$ cat config.mk
export PLATFORM = sky130hd
export DESIGN_NAME = seq_multiply_16_flat
export DESIGN_NICKNAME = d
export VERILOG_FILES = /design/src/rtl/seq_arith_pkg.sv /design/src/rtl/seq_multiply_16_if.sv /design/src/rtl/seq_multiply_16.sv /design/src/flat_wrapper.sv
export SDC_FILE = /design/constraint.sdc
export NUM_CORES = 1
export LEC_CHECK = 0
export ABC_AREA = 1
export CORE_ASPECT_RATIO = 0.75
export CORE_MARGIN = 3
export CORE_UTILIZATION = 55
export DETAILED_ROUTE_END_ITERATION = 8
export PLACE_DENSITY = 0.88
export RECOVER_POWER = 50
export SLEW_MARGIN = 0
export SYNTH_ARGS = -nofsm -noshare
export SYNTH_HDL_FRONTEND = slang
export SYNTH_SLANG_ARGS = --single-unit
$ cat constraint.sdc
create_clock -name clk -period 8.65 [get_ports clk]
set_input_delay 1.73 -clock clk [delete_from_list [all_inputs] [get_ports clk]]
set_output_delay 1.73 -clock clk [all_outputs]
set_load 0.005 [all_outputs]
$ cat src/rtl/seq_arith_pkg.sv
// seq_arith_pkg: shared state encoding and sizing constants for the sequential arithmetic blocks
package seq_arith_pkg;
    typedef enum logic [1:0] {IDLE, BUSY, DONE} state_t;
    localparam int DEF_WIDTH = 16;
    localparam int CNT_W = $clog2(DEF_WIDTH);
endpackage

$ cat src/rtl/seq_multiply_16_if.sv
// seq_multiply_16_if: operand/result handshake bundle; the ovf signal exists only with SEQ_MULT_OVF_EN
interface seq_multiply_16_if import seq_arith_pkg::*; #(parameter int WIDTH = DEF_WIDTH);
    logic               in_valid;
    logic               in_ready;
    logic [WIDTH-1:0]   A;
    logic [WIDTH-1:0]   B;
    logic               out_valid;
    logic               out_ready;
    logic [2*WIDTH-1:0] P;
    logic [WIDTH-1:0]   P_lo;
`ifdef SEQ_MULT_OVF_EN
    logic               ovf;
    modport master(output in_valid, A, B, out_ready, input in_ready, out_valid, P, P_lo, ovf);
    modport slave(input in_valid, A, B, out_ready, output in_ready, out_valid, P, P_lo, ovf);
`else
    modport master(output in_valid, A, B, out_ready, input in_ready, out_valid, P, P_lo);
    modport slave(input in_valid, A, B, out_ready, output in_ready, out_valid, P, P_lo);
`endif
endinterface

$ cat src/rtl/seq_multiply_16.sv
// seq_multiply_16: signed shift-add multiplier, one bit per cycle; SEQ_MULT_OVF_EN adds the ovf flag
module seq_multiply_16 import seq_arith_pkg::*; #(
    parameter int WIDTH = DEF_WIDTH
) (
    input logic              clk,
    input logic              rst_n,
    seq_multiply_16_if.slave bus
);
    localparam int CW = $clog2(WIDTH);
    localparam int PW = 2 * WIDTH;

    state_t           state_q, state_d;
    logic [CW-1:0]    cnt_q, cnt_d;
    logic [PW-1:0]    mcand_q, mcand_d;
    logic [PW-1:0]    acc_q, acc_d;
    logic [PW-1:0]    p_q, p_d;
    logic [WIDTH-1:0] mplr_q, mplr_d;
    logic             sign_q, sign_d;
    logic [WIDTH-1:0] abs_a, abs_b;
    logic [PW-1:0]    acc_nx, prod;
`ifdef SEQ_MULT_OVF_EN
    logic             ovf_q, ovf_d;
`endif

    // next-state: latch magnitudes on accept, one shift-add per BUSY cycle, sign-correct on the last one
    always_comb begin
        state_d = state_q;
        cnt_d   = cnt_q;
        mcand_d = mcand_q;
        acc_d   = acc_q;
        p_d     = p_q;
        mplr_d  = mplr_q;
        sign_d  = sign_q;
        abs_a   = bus.A[WIDTH-1] ? -bus.A : bus.A;
        abs_b   = bus.B[WIDTH-1] ? -bus.B : bus.B;
        acc_nx  = acc_q + (mplr_q[0] ? mcand_q : '0);
        prod    = sign_q ? -acc_nx : acc_nx;
`ifdef SEQ_MULT_OVF_EN
        ovf_d   = ovf_q;
`endif
        case (state_q)
            IDLE: if (bus.in_valid) begin
                mcand_d = {{WIDTH{1'b0}}, abs_a};
                mplr_d  = abs_b;
                sign_d  = bus.A[WIDTH-1] ^ bus.B[WIDTH-1];
                acc_d   = '0;
                cnt_d   = '0;
                state_d = BUSY;
            end
            BUSY: begin
                acc_d   = acc_nx;
                mcand_d = mcand_q << 1;
                mplr_d  = mplr_q >> 1;
                cnt_d   = cnt_q + 1'b1;
                if (cnt_q == CW'(WIDTH - 1)) begin
                    state_d = DONE;
                    p_d     = prod;
`ifdef SEQ_MULT_OVF_EN
                    ovf_d   = !((&prod[PW-1:WIDTH-1]) || !(|prod[PW-1:WIDTH-1]));
`endif
                end
            end
            DONE: state_d = bus.out_ready ? IDLE : DONE;
            default: state_d = IDLE;
        endcase
    end

    // state register; reset drops any operation in flight and clears the result
    always_ff @(posedge clk) begin
        if (!rst_n) begin
            state_q <= IDLE;
            cnt_q   <= '0;
            mcand_q <= '0;
            acc_q   <= '0;
            p_q     <= '0;
            mplr_q  <= '0;
            sign_q  <= 1'b0;
`ifdef SEQ_MULT_OVF_EN
            ovf_q   <= 1'b0;
`endif
        end else begin
            state_q <= state_d;
            cnt_q   <= cnt_d;
            mcand_q <= mcand_d;
            acc_q   <= acc_d;
            p_q     <= p_d;
            mplr_q  <= mplr_d;
            sign_q  <= sign_d;
`ifdef SEQ_MULT_OVF_EN
            ovf_q   <= ovf_d;
`endif
        end
    end

    assign bus.in_ready  = state_q == IDLE;
    assign bus.out_valid = state_q == DONE;
    assign bus.P         = p_q;
    assign bus.P_lo      = p_q[WIDTH-1:0];
`ifdef SEQ_MULT_OVF_EN
    assign bus.ovf       = ovf_q;
`endif
endmodule

$ cat src/flat_wrapper.sv
// flat-port wrapper written by rule: the top's interface ports become plain ports
module seq_multiply_16_flat import seq_arith_pkg::*;
#(
    parameter int WIDTH = DEF_WIDTH
)
  (clk, rst_n, bus_in_valid, bus_A, bus_B, bus_out_ready, bus_in_ready, bus_out_valid, bus_P, bus_P_lo);
  seq_multiply_16_if #(.WIDTH(WIDTH)) bus_i ();
  input logic clk;
  input logic rst_n;
  input wire logic [$bits(bus_i.in_valid)-1:0] bus_in_valid;
  input wire logic [$bits(bus_i.A)-1:0] bus_A;
  input wire logic [$bits(bus_i.B)-1:0] bus_B;
  input wire logic [$bits(bus_i.out_ready)-1:0] bus_out_ready;
  output wire logic [$bits(bus_i.in_ready)-1:0] bus_in_ready;
  output wire logic [$bits(bus_i.out_valid)-1:0] bus_out_valid;
  output wire logic [$bits(bus_i.P)-1:0] bus_P;
  output wire logic [$bits(bus_i.P_lo)-1:0] bus_P_lo;
  assign bus_i.in_valid = bus_in_valid;
  assign bus_i.A = bus_A;
  assign bus_i.B = bus_B;
  assign bus_i.out_ready = bus_out_ready;
  assign bus_in_ready = bus_i.in_ready;
  assign bus_out_valid = bus_i.out_valid;
  assign bus_P = bus_i.P;
  assign bus_P_lo = bus_i.P_lo;
  seq_multiply_16 #(.WIDTH(WIDTH)) u_core (.clk(clk), .rst_n(rst_n), .bus(bus_i));
endmodule
### Word level (Yosys, flattened, before mapping)

Cells that the tools add are included.

| word-level totals | value |
|---|---|
| register bits | 119 |
| bits of input ports | 36 |
| output and inout bits | 50 |
| word-level logic and storage cells | 40 |

| operators by class | value |
|---|---|
| $add $sub $neg | 5 |
| eq/ne operators | 5 |
| multiplexer cells | 16 |
| bitwise logic cells | 1 |
| reduce and logical (&&, ||, !) cells | 6 |

Operators by type and width:

| operator | count |
|---|---|
| 2-to-1 mux 32 bit | 4 |
| one-hot mux 32 bit (2 select lines) | 2 |
| 2-to-1 mux 16 bit | 3 |
| adder 32 bit | 1 |
| negation 16 bit | 2 |
| negation 32 bit | 1 |
| one-hot mux 16 bit (2 select lines) | 1 |
| one-hot mux 4 bit (2 select lines) | 1 |
| AND reduction 2 bit | 4 |
| 2-to-1 mux 2 bit | 3 |
| one-hot mux 2 bit (3 select lines) | 1 |
| adder 4 x 1 -> 4 bit (second input constant) | 1 |
| equality test 4 bit (second input constant) | 1 |
| 2-to-1 mux 4 bit | 1 |
| equality test 2 x 1 -> 1 bit (second input constant) | 1 |
| equality test 2 bit (second input constant) | 1 |
| zero test 2 bit | 1 |
| inequality test 2 x 1 -> 1 bit (second input constant) | 1 |
| inequality test 2 bit (second input constant) | 1 |
| nonzero test 2 bit | 1 |
| XOR 1 bit | 1 |

### Longest topological paths before layout

Gate-level depths: netlist (run 1).

| logic depth | value |
|---|---|
| depth in word-level cells | 4 |
| gate-level depth with buffers | 26 |
| gate-level depth less buffers | 24 |

### Least setup slack after synthesis (run 1)

No wires, ideal clock.

| timing path | value |
|---|---|
| kind | input to register |
| start point | input port bus_B[1] |
| end point | register u_core.mplr_q[10] |
| library setup time | 0.132 ns |
| data arrival time | 3.118 ns |
| data required time | 8.518 ns |
| slack | 5.399 ns |
| cell stages on the path | 12 |
| path buffers | 0 |
| cell sequence | inv_1 ha_1 inv_1 nor3_1 inv_1 nor2_1 nand3_1 nor3_1 nor2_1 or2_2 nand3_1 a31oi_1 |

| between the ends | value |
|---|---|
| word-level cells in the longest chain between the ends | 4 |

RTL lines:

| item | RTL line | source |
|---|---|---|
| from (decl) | flat_wrapper.sv:12 | `input wire logic [$bits(bus_i.B)-1:0] bus_B;` |
| negation 16 bit | seq_multiply_16.sv:35 | `abs_b = bus.B[WIDTH-1] ? -bus.B : bus.B;` |
| 2-to-1 mux 16 bit | seq_multiply_16.sv:35 |  |
| 2-to-1 mux 16 bit | seq_multiply_16.sv:42 | `IDLE: if (bus.in_valid) begin` |
| one-hot mux 16 bit (2 select lines) | seq_multiply_16.sv:41 | `case (state_q)` |
| to (signal assigned) | seq_multiply_16.sv:87 | `mplr_q <= mplr_d;` |
| to (decl) | seq_multiply_16.sv:17 | `logic [WIDTH-1:0] mplr_q, mplr_d;` |

No other way between the ends. The select of a mux whose other input is x is not followed.
A chain may end at the register's enable or synchronous reset.

==> results of run 1 <==
[cell type report]
type	count	share of cell area, %
clock inverters	15	1.737
well taps	205	2.543
flip-flops and latches	119	23.62
clock buffers	17	4.218
multi-input cells	1071	51.29
repair buffers	92	8.846
inverters	208	7.742
[state kept, by name, indices dropped and copies added, names as in the netlist]
name            count
u_core.bus.P       32
u_core.mcand_q     32
u_core.sign_q       1
u_core.state_q      2
u_core.cnt_q        4
u_core.mplr_q      16
u_core.acc_q       32
[tightest hold or removal path: cells and delay by family, from the launching register on]
kind            cells  cell delay, ns
flops               1            0.31
compound gates      1            0.05
simple gates        1            0.06
[per-stage QoR]
| stage | setup WS (ns) | total power, mW | utilization (%) |
|---|---|---|---|
| CTS | 4.929 | 1.468 | 66.23 |
| detailed placement | 4.454 | 0.7551 | 62.31 |
| global placement | 4.579 | 0.7508 | 62.31 |
| finish | 2.865 | 1.459 | 65.82 |
| global route | 2.328 | 1.508 | 65.82 |
| floorplan | 5.399 | 0.7009 | - |
[power by group through the flow]
stage / sequential [mW] / combinational [mW] / clock [mW]
final: 0.575 / 0.165 / 0.719
after detailed placement: 0.586 / 0.169 / 0
after global routing: 0.576 / 0.184 / 0.748
after CTS: 0.574 / 0.170 / 0.724
after floorplan: 0.580 / 0.121 / 0
after global placement: 0.586 / 0.165 / 0
[worst max path at each step]
stage	start	endpoint	slack, ns	cells past startpoint
floorplan	bus_B[1]	u_core.mplr_q[10]	5.40	12
global placement	bus_in_valid	u_core.cnt_q[2]	4.58	8
detailed placement	bus_in_valid	u_core.cnt_q[2]	4.45	8
CTS	bus_in_valid	u_core.cnt_q[2]	4.93	8
global route	rst_n	u_core.bus.P[26]	2.33	7
finish	rst_n	u_core.bus.P[18]	2.86	7
[cell families after synthesis]
logic type                 share of synthesized area (%)
adders and majority gates                          5.277
AOI/OAI and AO/OA                                  13.54
DFF                                                27.45
and+or+nand+nor                                    39.22
xor gates and xnor gates                           1.918
buffers and inverters                              12.60
[cells in the mapped netlist, drive strengths merged]
master | instances | area share, %
a211oi | 1 | 0.087
a21o | 2 | 0.17
a21oi | 107 | 6.3
a221oi | 2 | 0.20
a2bb2oi | 2 | 0.20
a31oi | 34 | 2.5
and2 | 3 | 0.22
and3 | 1 | 0.072
buf | 20 | 1.6
clkbuf | 47 | 2.0
dfxtp | 119 | 27
fa | 1 | 0.23
ha | 35 | 5.0
inv | 208 | 9.0
nand2 | 541 | 24
nand3 | 95 | 5.8
nand3b | 18 | 1.6
nand4 | 13 | 0.94
nor2 | 115 | 5.4
nor3 | 14 | 0.81
nor4 | 2 | 0.14
o211ai | 3 | 0.26
o21a | 2 | 0.17
o21ai | 45 | 2.6
o21bai | 6 | 0.65
o221ai | 3 | 0.30
o31ai | 1 | 0.087
o41ai | 1 | 0.10
or2 | 5 | 0.36
xnor2 | 6 | 0.61
xor2 | 13 | 1.3
[layer usage]
layer	vias to the layer above	track usage [%]	part of all wire, %
met3	42	5.201	9.8
met1	4231	42.65	47
li1	4713	-	-
met5	-	0	0
met4	0	7.971	1.5
met2	426	41.05	42
==> flow_summary.ini, run 1 <==
[power]
intPower_mw = 1.031
p_sw_share_pct = 29.37
powerDensity_nw_per_um2 = 144.7
leakage_nw = 5.197
combPwrFrac_pct = 11.3
clkPwrFrac_pct = 49.3
p_switching_mw = 0.4286
worst_ir_drop_vdd_uv = 134.8
power_frac_seq_pct = 39.4

[place]
post-dp-hpwl_um = 18020
post-place-cells = 1695
place_area_sq_um = 9548
routabilityCongestion = 0.9734
port_buffers = 85

[die]
start_util_pct = 56.64
fp-row-count = 39
die_w_um = 151.0
io_pins = 86
die_area_sq_um = 17340
coreArea_sq_um = 15320
die_h_um = 114.8

[detailed_routing]
routedWlPerCell_um = 14.26
drt-initial-drc-count = 978
via_per_inst = 5.450
antenna_left = 0
finalWirelength_um = 24620
num_vias = 9412
first_pass_iters = 6
route.detailed.drc = 0

[timing]
setup_violations = 0
grt_setup_unrepaired = no
whs_ns = 0.4680
max_slew.worst_pin.slew_ns = 2.545
slew_headroom_pct = -69.67
tns_ns = 0
fmax_mhz = 172.8
period_share_pct = 66.88
slew_violations = 92
hold_viol_final = 0
min_period_ns = 5.785
fin_skew_ns = 0.01085

[layout]
layout_common_cells = 526 x nand2_1, 205 x inv_1, 119 x dfxtp_1
syn_to_final_growth_pct = 16.21
drive_gt1_share_pct = 4.599
regArea_sq_um = 2382
final_cells = 1727
n_fill_cell = 1362
multi_input_area_sq_um = 5172
final_nets = 1581
fin_area_sq_um = 10080
antenna_cells = 0
layout_commonest_cell = nand2_1

[critical_path]
start_kind = primary input
crit_required_ns = 8.96
worstPathArrival_ns = 6.10
max_stage_delay_ns = 1.88
r2r-end = u_core.bus.P[20]
cp-end-kind = flop
cp_cell_sequence = dlygate4sd3_1, clkbuf_1, inv_1, clkbuf_1, nor2_1, o21ai_0, inv_1
worst-path-max-fanout = 57
path_delay_family = buffers and inverters
worst_r2r_path_depth = 19
criticalPathCategory = in2reg
worst-path-buf-inv = 5
regToRegSetupSlack_ns = 3.78
critPathSlowestCell = clkbuf_1
timing.rr.start = u_core.mplr_q[0]

[worst_hold_path]
hp-class = reg2reg
hold_start = u_core.cnt_q[3]
hold_end = u_core.cnt_q[3]
min_path_cells = 2

[clocking]
postCtsHoldBufs = 0
postCtsResizedCells = 0
cts_max_level = 4
cts_tree = done
numCtsBuffers = 17
post-cts-setup-buffers = 0
root_buffer = clkbuf_16
clock_latency_ns = 0.43
clock_sinks = 119
clk_pin_slew_ns = 0.07
clock_path_buffers = 2

[flow_run]
drv_cap = 2

[global_route]
grt_pass1_wl_um = 39720
grt_use_total_pct = 28.24
antenna_found_initial = 0
grt_max_degree = 84
first_global_vias = 8199
overflow = 0

[synth]
synth.cell_area_sq_um = 8678
synth_area_per_cell_sq_um = 5.924
yosys_warnings = 0
ys_types = 41
yosysSeqAreaShare_pct = 27.45
synth_fp_nets = 1537
ys_seq_elements = 119
synth_cells = 1465

[outcome]
violations = max-capacitance violations, max-slew violations
status = finished, violations left
Note: power is estimated with default switching activity, not from simulation.
==> inputs of run 2 (changes only) <==
Settings changed: CORE_UTILIZATION 55 to 53, PLACE_DENSITY 0.88 to 0.89.
Clock period 8.65 ns to 5.12 ns, I/O delays scaled along.
==> run 2 against run 1 <==
Effect of this change:
- the run still ends with max-capacitance violations, max-slew violations left
- worst setup slack got worse by 1.6 ns
- via count rose by 1.9%
- combinational power rose by 79%
- global-route usage rose by 0.12 points
- hold slack improved by 0.0031 ns
- critical path depth fell by 2
- register-to-register slack got worse by 2.2 ns
- utilization fell by 0.61 points
- clock skew fell by 0.00078 ns
- clock power rose by 82%
- sequential cell count did not move
- first-iteration DRC count rose by 13%
- highest routed layer unchanged
==> flow_summary.ini, run 2 (synthesis gave the netlist of run 1 again) <==
[outcome]
status = finished, violations left
violations = max-capacitance violations, max-slew violations

[timing]
whs_ns = 0.4711
max_slew.worst_pin.slew_ns = 1.686
fin_skew_ns = 0.01007
setup_violations = 0
slew_headroom_pct = -12.37
hold_viol_final = 0
fmax_mhz = 259.3
grt_setup_unrepaired = no
min_period_ns = 3.857
period_share_pct = 75.33
slew_violations = 134
tns_ns = 0

[global_route]
grt_pass1_wl_um = 41440
grt_max_degree = 83
antenna_found_initial = 0
grtUsageMet2_pct = 42.19
first_global_vias = 8497
use_met1_pct = 41.66
overflow = 0
grt_use_total_pct = 28.36
busiest_layer = met2
grt_use_met3_pct = 7.130

[clocking]
postCtsHoldBufs = 0
cts_tree = done
root_buffer = clkbuf_16
post-cts-setup-buffers = 0
clock_sinks = 119
clk_pin_slew_ns = 0.06
numCtsBuffers = 17
postCtsResizedCells = 0
clock_path_buffers = 2
cts_max_level = 4
clock_latency_ns = 0.43

[die]
fp-row-count = 39
die_h_um = 116.8
die_w_um = 153.8
io_pins = 86
start_util_pct = 55.58
coreArea_sq_um = 15620
die_area_sq_um = 17960

[layout]
drive_gt1_share_pct = 5.443
layout_common_cells = 522 x nand2_1, 205 x inv_1, 119 x dfxtp_1
final_nets = 1584
antenna_cells = 0
layout_commonest_cell = nand2_1
syn_to_final_growth_pct = 17.33
fin_util_pct = 65.21

[critical_path]
worst-path-buf-inv = 4
start_kind = primary input
worst-path-max-fanout = 50
max_stage_delay_ns = 1.06
cp-end-kind = flop
path_delay_family = buffers and inverters
criticalPathCategory = in2reg
worstPathArrival_ns = 4.21
critPathSlowestCell = inv_1
cp_cell_sequence = dlygate4sd3_1, clkbuf_1, inv_1, buf_4, a31oi_1
crit_required_ns = 5.48

[worst_hold_path]
hp-class = reg2reg

[power]
leakage_nw = 5.252
power_frac_seq_pct = 37.7
combPwrFrac_pct = 11.5
intPower_mw = 1.877
p_sw_share_pct = 27.23
worst_ir_drop_vdd_uv = 239.5
powerDensity_nw_per_um2 = 253.3
clkPwrFrac_pct = 50.8
p_switching_mw = 0.7022

[detailed_routing]
antenna_left = 0
first_pass_iters = 8
finalWirelength_um = 25350
num_vias = 9591
drt-initial-drc-count = 1108
via_per_inst = 5.544
route.detailed.drc = 0
routedWlPerCell_um = 14.65

[flow_run]
drv_cap = 2

[place]
port_buffers = 85
post-dp-hpwl_um = 18810
routabilityCongestion = 1.036
==> run 2: final cells by class <==
cell class / count / area, sq um
clock inverters: 15 / 212.7
inverters: 208 / 780.7
multi-input cells: 1071 / 5205
flip-flops and latches: 119 / 2382
well taps: 205 / 256.5
repair buffers: 95 / 919.6
fillers: 1411 / 5433
clock buffers: 17 / 425.4
==> run 2: worst paths after layout <==
kind,from,end,slack (ns),cells past startpoint
worst min register to register,u_core.acc_q[4],u_core.acc_q[4],0.47,2
worst max register to register,u_core.mplr_q[0],u_core.bus.P[21],1.57,18
worst max-delay path,rst_n,u_core.mcand_q[14],1.26,5
worst min-delay path,u_core.acc_q[4],u_core.acc_q[4],0.47,2
==> run 2: power groups by stage <==
| stage | Sequential (mW) | Combinational [mW] | Clock (mW) |
|---|---|---|---|
| after floorplan | 0.980 | 0.204 | 0 |
| after global placement | 0.990 | 0.282 | 0 |
| after detailed placement | 0.990 | 0.290 | 0 |
| after CTS | 0.971 | 0.295 | 1.32 |
| after global routing | 0.975 | 0.326 | 1.36 |
| final | 0.972 | 0.296 | 1.31 |
==> run 2: worst min-delay path: stages, from the launching register on <==
cell,delay (ns)
dfxtp_1,0.31
nand2_1,0.06
a21oi_1,0.05
==> run 2: metrics by stage <==
step	std cells	setup WS, ns	area (sq um)	total power, mW
final	1730	1.263	10180	2.579
after global routing	1730	1.064	10180	2.664
after CTS	1730	1.758	10210	2.585
after detailed placement	1698	1.651	9570	1.280
after global placement	1698	1.753	9570	1.271
after floorplan	1465	2.122	8678	1.184
==> run 2: routing by layer <==
metal | part of all wire [%] | vias up
li1 | - | 4726
met1 | 46 | 4333
met2 | 41 | 491
met3 | 12 | 41
met4 | 1.1 | 0
met5 | 0 | -
==> inputs of run 3 (changes only) <==
Settings changed: CORE_UTILIZATION 53 to 55, PLACE_DENSITY 0.89 to 0.88.
Clock period 5.12 ns to 3.9 ns, I/O delays scaled along.
==> run 3 against run 2 <==
Effect of this change:
- utilization is 1.3 points higher
- via count is 0.38% higher
- clock power is 25% higher
- critical endpoint is now u_core.bus.P[15]
- the flow now finishes without violations
- count of clock-buffer cells in the layout stayed put
- cell area hardly changed
- worst setup slack worse by 0.62 ns
- critical path type unchanged
==> flow_summary.ini, run 3 (synthesis gave the netlist of run 1 again) <==
[clocking]
clock_sinks = 119
cts_tree = done
postCtsResizedCells = 0
clock_latency_ns = 0.43
postCtsHoldBufs = 0
clk_pin_slew_ns = 0.06
cts_max_level = 4
root_buffer = clkbuf_16
post-cts-setup-buffers = 0
numCtsBuffers = 17
clock_path_buffers = 2

[timing]
grt_setup_unrepaired = no
hold_viol_final = 0
min_period_ns = 3.261
max_slew.worst_pin.slew_ns = 1.051
period_share_pct = 83.63
slew_violations = 0
slew_headroom_pct = 29.95
fmax_mhz = 306.6
tns_ns = 0
fin_skew_ns = 0.008744
setup_violations = 0

[power]
leakage_nw = 5.258
powerDensity_nw_per_um2 = 324.5
worst_ir_drop_vdd_uv = 262.4

[global_route]
grt_use_total_pct = 28.81
antenna_found_initial = 0
first_global_vias = 8319
grt_pass1_wl_um = 40190
grt_max_degree = 51
overflow = 0

[detailed_routing]
num_vias = 9627
via_per_inst = 5.555
drt-initial-drc-count = 1113
finalWirelength_um = 25340
route.detailed.drc = 0
routedWlPerCell_um = 14.62
antenna_left = 0
first_pass_iters = 8

[layout]
layout_commonest_cell = nand2_1
syn_to_final_growth_pct = 17.40
final_nets = 1587
final_cells = 1733
layout_common_cells = 522 x nand2_1, 205 x inv_1, 119 x dfxtp_1
antenna_cells = 0
drive_gt1_share_pct = 5.825

[critical_path]
regToRegSetupSlack_ns = 0.65
cp-startpoint = rst_n
worst_r2r_path_depth = 19
criticalPathCategory = in2reg
r2r-end = u_core.bus.P[21]
endpoint = u_core.bus.P[15]
worstPathArrival_ns = 3.63
cp-end-kind = flop
worst-path-max-fanout = 41
crit_required_ns = 4.27
timing.rr.start = u_core.mplr_q[0]
start_kind = primary input

[die]
die_w_um = 151.0
coreArea_sq_um = 15320
io_pins = 86
fp-row-count = 39
die_area_sq_um = 17340
start_util_pct = 56.64
die_h_um = 114.8

[outcome]
status = finished clean

[flow_run]
drv_cap = 0

[place]
post-dp-hpwl_um = 19130
routabilityCongestion = 1.001
post-place-cells = 1701
port_buffers = 85

[worst_hold_path]
hold_start = u_core.mplr_q[15]
hp-class = reg2reg
[run 3: changes by cell type in the layout (fill, tap and decap cells not counted), sizes merged, moves of 2 or more]
cell / before / now
clkdlybuf4s50: 33 / 37
bufinv: 4 / 2
buf: 8 / 10
inv: 215 / 218
dlygate4sd3: 52 / 48
[run 3: per-stage QoR]
stage	power, mW	hold slack [ns]	utilization, %	cell area [sq um]	setup slack, ns
after floorplan	1.555	0.4412	-	8678	0.9024
after detailed placement	1.682	0.4545	62.61	9593	0.6933
after global routing	3.406	0.4855	66.50	10190	0.3207
after global placement	1.671	0.4527	62.61	9593	0.7997
after CTS	3.299	0.4688	66.55	10200	0.6694
final	3.306	0.4666	66.50	10190	0.6385
[run 3: worst max-delay path, stage by stage]
cell	delay, ns
dlygate4sd3_1	0.53
clkbuf_1	0.78
inv_1	0.43
clkbuf_2	0.61
nor2_1	0.26
o21ai_0	0.15
inv_1	0.08
[run 3: worst min path at each step]
stage	endpoint	slack (ns)	cells after the start
6_report	u_core.mplr_q[15]	0.47	2
3_3_place_gp	u_core.cnt_q[3]	0.45	2
3_5_place_dp	u_core.cnt_q[3]	0.45	2
5_1_grt	u_core.mplr_q[15]	0.49	2
4_1_cts	u_core.mplr_q[15]	0.47	2
2_1_floorplan	u_core.mcand_q[31]	0.44	2
[run 3: power breakdown]
group	switching (mW)	internal, mW
combinational	0.258	0.138
clock	0.673	0.970
sequential	0.0212	1.25
total	0.952	2.35
[run 3: cell type report]
cell class	count	area, sq um
clock inverters	15	178.9
clock buffers	17	425.4
flip-flops and latches	119	2382
multi-input cells	1071	5225
inverters	208	780.7
fillers	1349	5134
well taps	205	256.5
repair buffers	98	939.7
[run 3: metal layers]
layer	up-vias	part of all wire [%]	track usage [%]
li1	4740	-	-
met1	4339	45	42.92
met2	492	41	41.65
met3	56	12	6.659
met4	0	1.8	7.971
met5	-	0	0
